## config.mk

```make
export PLATFORM = sky130hd
export DESIGN_NAME = sim_dram_axi_arbiter
export DESIGN_NICKNAME = d
export VERILOG_FILES = /design/src/rtl/sim_dram_axi_arbiter.sv
export SDC_FILE = /design/constraint.sdc
export NUM_CORES = 1
export LEC_CHECK = 0
export CORE_AREA = 2 2 265 267
export CTS_CLUSTER_DIAMETER = 100
export DETAILED_ROUTE_END_ITERATION = 10
export DIE_AREA = 0 0 267 269
export PLACE_DENSITY_LB_ADDON = 0.25
export SLEW_MARGIN = 20
export SYNTH_ARGS = -nofsm -noshare
export SYNTH_HDL_FRONTEND = slang
export SYNTH_SLANG_ARGS = --single-unit
```

## constraint.sdc

```tcl
create_clock -name clock -period 3.1 [get_ports clock]
set_clock_uncertainty 0.15 [all_clocks]
set_input_delay 0.62 -clock clock [delete_from_list [all_inputs] [get_ports clock]]
set_output_delay 0.62 -clock clock [all_outputs]
set_load 0.02 [all_outputs]
```

## src/rtl/sim_dram_axi_arbiter.sv

```systemverilog
// N-to-1 AXI4 arbiter in front of the simulated-DRAM port: round-robin AR/AW, W locked to the
// AW winner, R/B routed back by the master-index ID prefix. Define AXI_ARB_RD_LIMIT_EN to cap reads.
module sim_dram_axi_arbiter #(
  parameter int unsigned N         = 2,
  parameter int unsigned ADDR_BITS = 32,
  parameter int unsigned DATA_BITS = 64,
  parameter int unsigned ID_BITS   = 4,
  parameter int unsigned MIDX      = $clog2(N),
  parameter int unsigned MAX_RD    = 4,
  localparam int unsigned A  = ID_BITS + 8 + 3 + ADDR_BITS,
  localparam int unsigned W  = DATA_BITS + DATA_BITS / 8 + 1,
  localparam int unsigned RW = ID_BITS + 2 + DATA_BITS + 1,
  localparam int unsigned BW = ID_BITS + 2
) (
  input  logic                 clock,
  input  logic                 reset,
  input  logic [N-1:0]         s_ar_valid,
  output logic [N-1:0]         s_ar_ready,
  input  logic [N*A-1:0]       s_ar_bits,
  input  logic [N-1:0]         s_aw_valid,
  output logic [N-1:0]         s_aw_ready,
  input  logic [N*A-1:0]       s_aw_bits,
  input  logic [N-1:0]         s_w_valid,
  output logic [N-1:0]         s_w_ready,
  input  logic [N*W-1:0]       s_w_bits,
  output logic [N-1:0]         s_r_valid,
  input  logic [N-1:0]         s_r_ready,
  output logic [RW-1:0]        s_r_bits,
  output logic [N-1:0]         s_b_valid,
  input  logic [N-1:0]         s_b_ready,
  output logic [BW-1:0]        s_b_bits,
  output logic                 m_ar_valid,
  input  logic                 m_ar_ready,
  output logic [A+MIDX-1:0]    m_ar_bits,
  output logic                 m_aw_valid,
  input  logic                 m_aw_ready,
  output logic [A+MIDX-1:0]    m_aw_bits,
  output logic                 m_w_valid,
  input  logic                 m_w_ready,
  output logic [W-1:0]         m_w_bits,
  input  logic                 m_r_valid,
  output logic                 m_r_ready,
  input  logic [RW+MIDX-1:0]   m_r_bits,
  input  logic                 m_b_valid,
  output logic                 m_b_ready,
  input  logic [BW+MIDX-1:0]   m_b_bits
);

  // First requester at or after ptr, wrapping; returns ptr when nobody requests.
  function automatic logic [MIDX-1:0] rr_pick(input logic [N-1:0] req, input logic [MIDX-1:0] ptr);
    logic [MIDX-1:0] pick;
    pick = ptr;
    for (int k = N - 1; k >= 0; k--) begin
      if (req[(int'(ptr) + k) % N]) pick = MIDX'((int'(ptr) + k) % N);
    end
    return pick;
  endfunction

  function automatic logic [MIDX-1:0] rr_next(input logic [MIDX-1:0] g);
    return MIDX'((int'(g) + 1) % N);
  endfunction

  // ---------------- AR channel ----------------
  logic [N-1:0]    ar_allow;
  logic [MIDX-1:0] rr_ar_q, rr_ar_d, ar_gnt_q, ar_gnt_d, ar_gnt;
  logic            ar_hold_q, ar_hold_d, ar_ok, ar_hs;

  always_comb begin
    ar_gnt     = ar_hold_q ? ar_gnt_q : rr_pick(s_ar_valid & ar_allow, rr_ar_q);
    ar_ok      = !reset && (ar_hold_q || ar_allow[ar_gnt]);
    m_ar_valid = ar_ok && s_ar_valid[ar_gnt];
    m_ar_bits  = {ar_gnt, s_ar_bits[ar_gnt*A +: A]};
    s_ar_ready = '0;
    s_ar_ready[ar_gnt] = ar_ok && m_ar_ready;
    ar_hs      = m_ar_valid && m_ar_ready;
  end

  always_comb begin
    rr_ar_d   = rr_ar_q;
    ar_hold_d = ar_hold_q;
    ar_gnt_d  = ar_gnt_q;
    if (ar_hs) begin
      rr_ar_d   = rr_next(ar_gnt);
      ar_hold_d = 1'b0;
    end else if (m_ar_valid) begin
      ar_hold_d = 1'b1;
      ar_gnt_d  = ar_gnt;
    end
  end

  always_ff @(posedge clock) begin
    if (reset) begin
      rr_ar_q   <= '0;
      ar_hold_q <= 1'b0;
      ar_gnt_q  <= '0;
    end else begin
      rr_ar_q   <= rr_ar_d;
      ar_hold_q <= ar_hold_d;
      ar_gnt_q  <= ar_gnt_d;
    end
  end

  // ---------------- AW/W channels ----------------
  typedef enum logic [0:0] {StAwArb, StWData} wr_st_e;

  wr_st_e          wr_st_q, wr_st_d;
  logic [MIDX-1:0] rr_aw_q, rr_aw_d, aw_gnt_q, aw_gnt_d, aw_gnt, w_sel_q, w_sel_d;
  logic            aw_hold_q, aw_hold_d, aw_open, w_open, aw_hs, w_hs;

  always_ff @(posedge clock) begin
    if (reset) begin
      wr_st_q   <= StAwArb;
      rr_aw_q   <= '0;
      aw_hold_q <= 1'b0;
      aw_gnt_q  <= '0;
      w_sel_q   <= '0;
    end else begin
      wr_st_q   <= wr_st_d;
      rr_aw_q   <= rr_aw_d;
      aw_hold_q <= aw_hold_d;
      aw_gnt_q  <= aw_gnt_d;
      w_sel_q   <= w_sel_d;
    end
  end

  always_comb begin
    wr_st_d   = wr_st_q;
    rr_aw_d   = rr_aw_q;
    aw_hold_d = aw_hold_q;
    aw_gnt_d  = aw_gnt_q;
    w_sel_d   = w_sel_q;
    unique case (wr_st_q)
      StAwArb: begin
        if (aw_hs) begin
          wr_st_d   = StWData;
          w_sel_d   = aw_gnt;
          rr_aw_d   = rr_next(aw_gnt);
          aw_hold_d = 1'b0;
        end else if (m_aw_valid) begin
          aw_hold_d = 1'b1;
          aw_gnt_d  = aw_gnt;
        end
      end
      StWData: begin
        if (w_hs && m_w_bits[0]) wr_st_d = StAwArb;
      end
    endcase
  end

  always_comb begin
    aw_gnt     = aw_hold_q ? aw_gnt_q : rr_pick(s_aw_valid, rr_aw_q);
    aw_open    = !reset && (wr_st_q == StAwArb);
    m_aw_valid = aw_open && s_aw_valid[aw_gnt];
    m_aw_bits  = {aw_gnt, s_aw_bits[aw_gnt*A +: A]};
    s_aw_ready = '0;
    s_aw_ready[aw_gnt] = aw_open && m_aw_ready;
    aw_hs      = m_aw_valid && m_aw_ready;

    w_open     = !reset && (wr_st_q == StWData);
    m_w_valid  = w_open && s_w_valid[w_sel_q];
    m_w_bits   = s_w_bits[w_sel_q*W +: W];
    s_w_ready  = '0;
    s_w_ready[w_sel_q] = w_open && m_w_ready;
    w_hs       = m_w_valid && m_w_ready;
  end

  // ---------------- R/B response routing ----------------
  logic [MIDX-1:0] r_idx, b_idx;

  // An index with no matching master is swallowed so the memory never stalls on it.
  always_comb begin
    r_idx     = m_r_bits[RW+MIDX-1 -: MIDX];
    s_r_bits  = m_r_bits[RW-1:0];
    s_r_valid = '0;
    m_r_ready = 1'b1;
    for (int i = 0; i < N; i++) begin
      if (r_idx == MIDX'(i)) begin
        s_r_valid[i] = m_r_valid;
        m_r_ready    = s_r_ready[i];
      end
    end
    if (reset) begin
      s_r_valid = '0;
      m_r_ready = 1'b0;
    end
  end

  always_comb begin
    b_idx     = m_b_bits[BW+MIDX-1 -: MIDX];
    s_b_bits  = m_b_bits[BW-1:0];
    s_b_valid = '0;
    m_b_ready = 1'b1;
    for (int i = 0; i < N; i++) begin
      if (b_idx == MIDX'(i)) begin
        s_b_valid[i] = m_b_valid;
        m_b_ready    = s_b_ready[i];
      end
    end
    if (reset) begin
      s_b_valid = '0;
      m_b_ready = 1'b0;
    end
  end

  // ---------------- Outstanding-read limit ----------------
`ifdef AXI_ARB_RD_LIMIT_EN
  localparam int unsigned CW = $clog2(MAX_RD + 1);

  logic [N-1:0][CW-1:0] rd_cnt_q, rd_cnt_d;
  logic [N-1:0]         rd_inc, rd_dec;
  logic                 r_last_hs;

  assign r_last_hs = m_r_valid && m_r_ready && m_r_bits[0];

  always_comb begin
    for (int i = 0; i < N; i++) ar_allow[i] = (rd_cnt_q[i] != CW'(MAX_RD));
  end

  always_comb begin
    rd_inc   = '0;
    rd_dec   = '0;
    rd_cnt_d = rd_cnt_q;
    for (int i = 0; i < N; i++) begin
      rd_inc[i] = ar_hs && (ar_gnt == MIDX'(i));
      rd_dec[i] = r_last_hs && (r_idx == MIDX'(i));
      if (rd_inc[i] && !rd_dec[i]) rd_cnt_d[i] = rd_cnt_q[i] + CW'(1);
      else if (rd_dec[i] && !rd_inc[i]) rd_cnt_d[i] = rd_cnt_q[i] - CW'(1);
    end
  end

  always_ff @(posedge clock) begin
    if (reset) rd_cnt_q <= '0;
    else       rd_cnt_q <= rd_cnt_d;
  end
`else
  logic [31:0] unused_max_rd;
  assign unused_max_rd = MAX_RD;
  assign ar_allow      = '1;
`endif

endmodule

```

==> results.cfg, run 1 <==
[cells_and_area]
fillCellCount = 7830
nets = 1261
areaGrowthSynthToFinish_pct = 182.6
drive_above_1_share = 0.3675
utilization = 0.1419
final_cell_area_um2 = 9831

[setup_path]
worstSetupStartpointType = primary input
end_kind = primary output
cp_data_required_time_ns = 2.33
crit_top_cell = buf_6
cp_max_fo = 9
path_cells = dlygate4sd2_1 -> a21boi_4 -> o31ai_4 -> buf_6 -> buf_12 -> bufbuf_16 -> mux2_2 -> buf_6
arrival_ns = 2.28
slowest_delay_ns = 0.34
r2r_cells = 5
worstSetupPathType = in2out
crit_slowest_cell = mux2_2

[routing]
vias_per_cell = 2.618
antenna_left = 0
wl_um = 23870
wl_per_cell_um = 13.48
dr_total_vias = 4637
drt-initial-drc-count = 41
drc = 0
first_pass_iters = 4

[timing]
tightest_slew_ns = 0.4129
relSlewSlack = 0.7241
timing.hold.ws_ns = 0.3534
report.final.slew_viol_count = 0
setup_ws_ns = 0.05334
setup_violations = 0
setup_tns_ns = 0
finalCriticalPeriod_ns = 3.047
hold_violations = 0
fin_crit_sh = 0.9828
rsz0062_at_grt = false
clock.fmax_ghz = 0.3282

[floorplanning]
die_h_um = 269
start_util = 0.05019
die_area_um2 = 71820
row_count = 97
coreArea_um2 = 69300
pin_count = 691
die_w_um = 267

[run_status]
status = finished, final reports clean

[synth]
ys_warn_count = 0
synth_seq_cells = 8
synth_cell_types = 40
synth.avg_cell_area_um2 = 10.08
synth_seq_area_share = 0.04604
synth-main-ff-cell = dfxtp_1
syn_nets = 775
synthCells = 345
synth_edf_count = 0
synth_area_um2 = 3478
async_flop_share = 0

[global_routing]
antenna_found_initial = 1
grt_first_pass_wirelength_um = 30590
grt_max_degree = 23
grt_use_total = 0.05942
first_global_vias = 4843
gr-total-overflow = 0

[clock_tree]
clk_pin_slew_ns = 0.06
clock_latency_ns = 0.27
cts_tree = built
cts-root-buf = clkbuf_16
cts_made_buffers = 3
clockBufferDepth = 2
cts_hold_buffers = 0
htreeDepth = 1
clock_sink_count = 8

[placement]
portBuffers = 536
pre_cts_ws_ns = -0.4548
placed_area_um2 = 9469
dp_hpwl_um = 20490
gp_congestion = 0.6737

[power]
p_seq_frac = 0.058
intPower_mw = 1.477
swShare = 0.3702
vdd_drop_max_v = 0.0001191
p_switching_uw = 868.0
powerDensity_nw_per_um2 = 238.5
pwr-share-clk = 0.118
comb_power_share = 0.825
leakage_nw = 3.670

[hold_path]
whs_path_depth = 2
hold_class = reg2reg

[job]
cap_viol_max_count = 0
[path summary, 6_finish.rpt]
check | from | to | slack [ns]
worst min register to register | ar_gnt_q | ar_gnt_q | 0.35
worst max register to register | wr_st_q | rr_aw_q | 1.41
worst min-delay path | ar_gnt_q | ar_gnt_q | 0.35
worst max-delay path | s_aw_valid[0] | m_aw_bits[10] | 0.05
[cell usage in the layout, fill, tap and decap left out, types with 2 or more instances in the layout]
cell type / n
buf_6: 15
nand2b_1: 3
and3_1: 4
buf_12: 13
dfxtp_1: 7
nor3b_1: 6
inv_1: 3
a31oi_1: 2
buf_4: 32
mux2_2: 113
o21ai_0: 3
bufbuf_16: 4
buf_16: 5
a21oi_1: 5
clkdlybuf4s15_2: 16
dlygate4sd2_1: 15
mux2i_1: 7
clkdlybuf4s15_1: 7
nor2b_1: 2
mux2_1: 4
buf_2: 41
clkbuf_2: 2
clkbuf_16: 3
mux2_4: 50
clkdlybuf4s50_1: 430
nand2_1: 6
nor2_1: 7
[timing repair]
item | in CTS | in global routing
gates cloned | 9 | 0
gates resized for setup | 324 | 36
setup endpoints to repair | 97 | 67
endpoints found under the hold margin | 0 | 0
buffers inserted | 11 | 4
pin swaps | 2 | 3
[logic make-up after synthesis]
logic type,count (synthesis),share of synthesized area
muxes,174,0.6104
buffers and inverters,105,0.2363
and+or+nand+nor,38,0.06151
AOI/OAI and AO/OA,20,0.04568
DFF,8,0.04604
[power groups by stage]
stage	registers, mW	clock network, mW	logic (mW)
after floorplan	0.125	0	0.995
final	0.135	0.277	1.93
after detailed placement	0.137	0	1.85
after global routing	0.138	0.302	2.04
after global placement	0.136	0	1.85
after CTS	0.135	0.298	1.92
[critical path: cells and delay by family]
kind	cells	cell delay, ns
buf+inv	5	0.96
compound gates	2	0.35
mux	1	0.34
[metal layers]
layer,track usage,up-vias,wire length [um]
met2,0.1237,408,13180
li1,-,2137,-
met1,0.05166,2083,7609
met3,0.02721,9,2899
met5,0,-,0
met4,0.009110,0,176
[Yosys cell counts, types with 2 or more instances]
cell | number | area share
and3_1 | 4 | 0.0072
nor2b_1 | 2 | 0.0036
buf_6 | 6 | 0.019
a31oi_1 | 2 | 0.0036
buf_12 | 4 | 0.023
buf_2 | 8 | 0.012
nor3b_1 | 6 | 0.013
buf_4 | 79 | 0.17
inv_1 | 4 | 0.0043
a21oi_1 | 5 | 0.0072
mux2_1 | 6 | 0.019
mux2_2 | 115 | 0.37
dfxtp_1 | 8 | 0.046
mux2i_1 | 7 | 0.020
nand2_1 | 6 | 0.0065
nor2_1 | 7 | 0.0076
o21ai_0 | 3 | 0.0043
clkbuf_1 | 3 | 0.0032
mux2_4 | 46 | 0.20
nand2b_1 | 4 | 0.0072
[state kept, by name (all words and copies together), names as in the netlist]
name and cells:
wr_st_q 1, rr_ar_q 1, aw_hold_q 1, aw_gnt_q 1, ar_hold_q 1, rr_aw_q 1
w_sel_q 1, ar_gnt_q 1
[metrics by stage]
| stage | cells | total power [mW] |
|---|---|---|
| detailed placement | 1743 | 1.982 |
| finish | 1771 | 2.345 |
| global route | 1770 | 2.481 |
| global placement | 1743 | 1.989 |
| CTS | 1766 | 2.353 |
| floorplan | 345 | 1.121 |
[cell type report]
cell class / count / area (um2) / share of cell area
multi-input combinational: 232 / 2529 / 0.2572
sequential: 8 / 163.9 / 0.01667
inverter: 4 / 15.01 / 0.001527
antenna: 1 / 2.502 / 0.0002546
clock buffer: 4 / 78.83 / 0.008018
timing repair buffer: 582 / 5866 / 0.5967
tap: 940 / 1176 / 0.1196
Power figures use the tool's default switching activity.
==> run 2: changes to the inputs <==
- ABC_AREA: not set -> 1
- CORE_AREA: 2 2 265 267 -> 2 2 271 273
- DIE_AREA: 0 0 267 269 -> 0 0 273 275
==> run 2 against run 1 <==
Against the previous run:
- clock power down 13%
- sequential power down 13%
- via count rose by 26%
- maximum frequency grew 1.9%
- final area shrank 4.8%
- largest cell class unchanged
- global-route usage is 1.0 points higher
- first-iteration DRC count rose to 3.5 times the previous value
==> results.cfg, run 2 <==
[clock_tree]
clock_sink_count = 8
cts_hold_buffers = 0
clock_latency_ns = 0.25
htreeDepth = 1
cts_tree = built
clockBufferDepth = 2
postCtsSetupRepairBufs = 0
cts_made_buffers = 3
clk_pin_slew_ns = 0.04
cts-root-buf = clkbuf_16

[timing]
relSlewSlack = 0.7197
hold_violations = 0
fin_crit_sh = 0.9643
finalCriticalPeriod_ns = 2.989
tightest_slew_ns = 0.4172
rsz0062_at_grt = true
report.final.slew_viol_count = 0
clock.fmax_ghz = 0.3345
setup_violations = 0

[floorplanning]
pin_count = 691
die_h_um = 275
start_util = 0.04504
row_count = 99
coreArea_um2 = 72340
die_area_um2 = 75080
die_w_um = 273

[synth]
ys_warn_count = 0
synth.most_common_cell = nand2_1
syn_nets = 1150
synth_edf_count = 0
synth_seq_cells = 8
synth_top_area_frac = 0.6014
yosys-top-cells-count = nand2_1, buf_4, inv_1
synth_area_um2 = 3258
synthCells = 720
synth_cell_types = 21
synth_top_area_cell = nand2_1
synth_seq_area_share = 0.04916
synth-main-ff-cell = dfxtp_1
synth.area.top_cells = nand2_1, buf_4, dfxtp_1
synth.avg_cell_area_um2 = 4.525
async_flop_share = 0

[power]
vdd_drop_max_v = 0.0001195
powerDensity_nw_per_um2 = 220.2
p_total_mw = 2.060
leakage_nw = 4.184

[global_routing]
grt_max_degree = 60
grt_use_total = 0.06956
first_global_vias = 6034
antenna_found_initial = 6
gr-total-overflow = 0
grt_first_pass_wirelength_um = 38310

[cells_and_area]
layout_common_cells = nand2_1, clkdlybuf4s50_1, clkdlybuf4s15_1
drive_above_1_share = 0.05313
areaGrowthSynthToFinish_pct = 187.1
mostFrequentLayoutCell = nand2_1
n_antenna_cell = 0
fillCellCount = 8399
nets = 1599
final_cell_area_um2 = 9355

[routing]
wl_um = 28770
drc = 0
first_pass_iters = 4
wl_per_cell_um = 13.53
vias_per_cell = 2.749
antenna_left = 0
drt-initial-drc-count = 142
dr_total_vias = 5845

[hold_path]
min_to = rr_aw_q
min-delay-start = rr_aw_q
hold_class = reg2reg
whs_path_depth = 2

[setup_path]
path_cells = clkdlybuf4s50_1 -> nor2_1 -> nor2_1 -> nand2_1 -> nand2_4 -> buf_12 -> buf_4 -> a21boi_0 -> nand2_1 -> inv_2 -> buf_12
end_kind = primary output
crit_family = buffers and inverters
r2r_slack_ns = 1.31
r2r_end = wr_st_q
crit_slowest_cell = clkdlybuf4s50_1
r2r_cells = 6
r2r_start = w_sel_q
crit_buf_inv = 5
arrival_ns = 2.22
cp_max_fo = 26
worstSetupStartpointType = primary input
worstSetupPathType = in2out
slowest_delay_ns = 0.46
cp_data_required_time_ns = 2.33

[placement]
gp_congestion = 0.8118
dp_hpwl_um = 25000
placed_area_um2 = 9353
portBuffers = 536

[run_status]
status = finished, final reports clean

[job]
cap_viol_max_count = 0
==> run 2: cell count changes in the layout (fill, tap and decap cells not counted), sizes merged, moves of 19 or more <==
| cell | change |
|---|---|
| mux2 | -167 |
| buf | -78 |
| nand2 | +518 |
| inv | +22 |
| clkbuf | +19 |
| dlygate4sd2 | +23 |
==> run 2: metrics by stage <==
stage	hold WS (ns)	setup WS (ns)	utilization	TNS, ns	cells
CTS	0.3173	0.04307	0.1287	0	2124
global route	0.3382	-0.08019	0.1293	-0.2033	2126
detailed placement	0.3095	-0.2524	0.1293	-15.53	2121
global placement	0.3129	-0.2528	0.1293	-16.37	2121
floorplan	0.2868	0.7558	-	0	720
finish	0.3152	0.1107	0.1293	0	2126
==> run 2: timing repair <==
| action | CTS | global route |
|---|---|---|
| setup endpoints to repair | 99 | 87 |
| hold endpoints to repair | 0 | 0 |
| resized for setup | 100 | 86 |
| gates cloned | 0 | 2 |
==> run 2: area by class of cell <==
| type | instances | area (um2) | area share |
|---|---|---|---|
| clock buffers | 3 | 75.07 | 0.008025 |
| inverters | 26 | 100.1 | 0.01070 |
| flip-flops and latches | 8 | 161.4 | 0.01725 |
| repair buffers | 560 | 5615 | 0.6002 |
| multi-input cells | 570 | 2203 | 0.2355 |
| well taps | 959 | 1200 | 0.1283 |
==> run 2: cell families (layout without fill, tap and decap cells) <==
kind of cell,count (synthesis),in the layout,share of synthesized area
buf+inv,142,589,0.2777
simple gates,559,559,0.6548
compound gates,11,11,0.01843
flops,8,8,0.04915
==> run 2: where the power goes <==
| part | internal (mW) | leakage (nW) | switching (mW) |
|---|---|---|---|
| clock network | 0.168 | 0.0370 | 0.0736 |
| logic | 0.870 | 4.08 | 0.830 |
| registers | 0.112 | 0.0661 | 0.00538 |
==> run 2: tightest hold or removal path: cells and delay by family (launching register included) <==
| kind | cells | cell delay, ns |
|---|---|---|
| buffers and inverters | 1 | 0.05 |
| DFF | 1 | 0.32 |
| AOI/OAI and AO/OA | 1 | 0.05 |
==> run 2: how the worst max path moves through the flow <==
stage,startpoint,end,cells after the start,slack [ns]
after floorplan,s_ar_valid[1],s_ar_ready[1],7,0.76
after global placement,s_aw_valid[1],m_aw_bits[26],9,-0.25
after detailed placement,s_aw_valid[1],m_aw_bits[10],9,-0.25
after CTS,s_aw_valid[1],m_aw_valid,11,0.04
after global routing,s_aw_valid[1],m_aw_valid,11,-0.08
final,s_aw_valid[1],m_aw_valid,11,0.11
==> run 2: layer usage <==
layer	up-vias	GRT usage	wire length, um
met2	401	0.1263	13960
met4	2	0.02301	1030
met5	-	0	12
met1	2440	0.07003	10470
li1	2952	-	-
met3	50	0.03256	3297
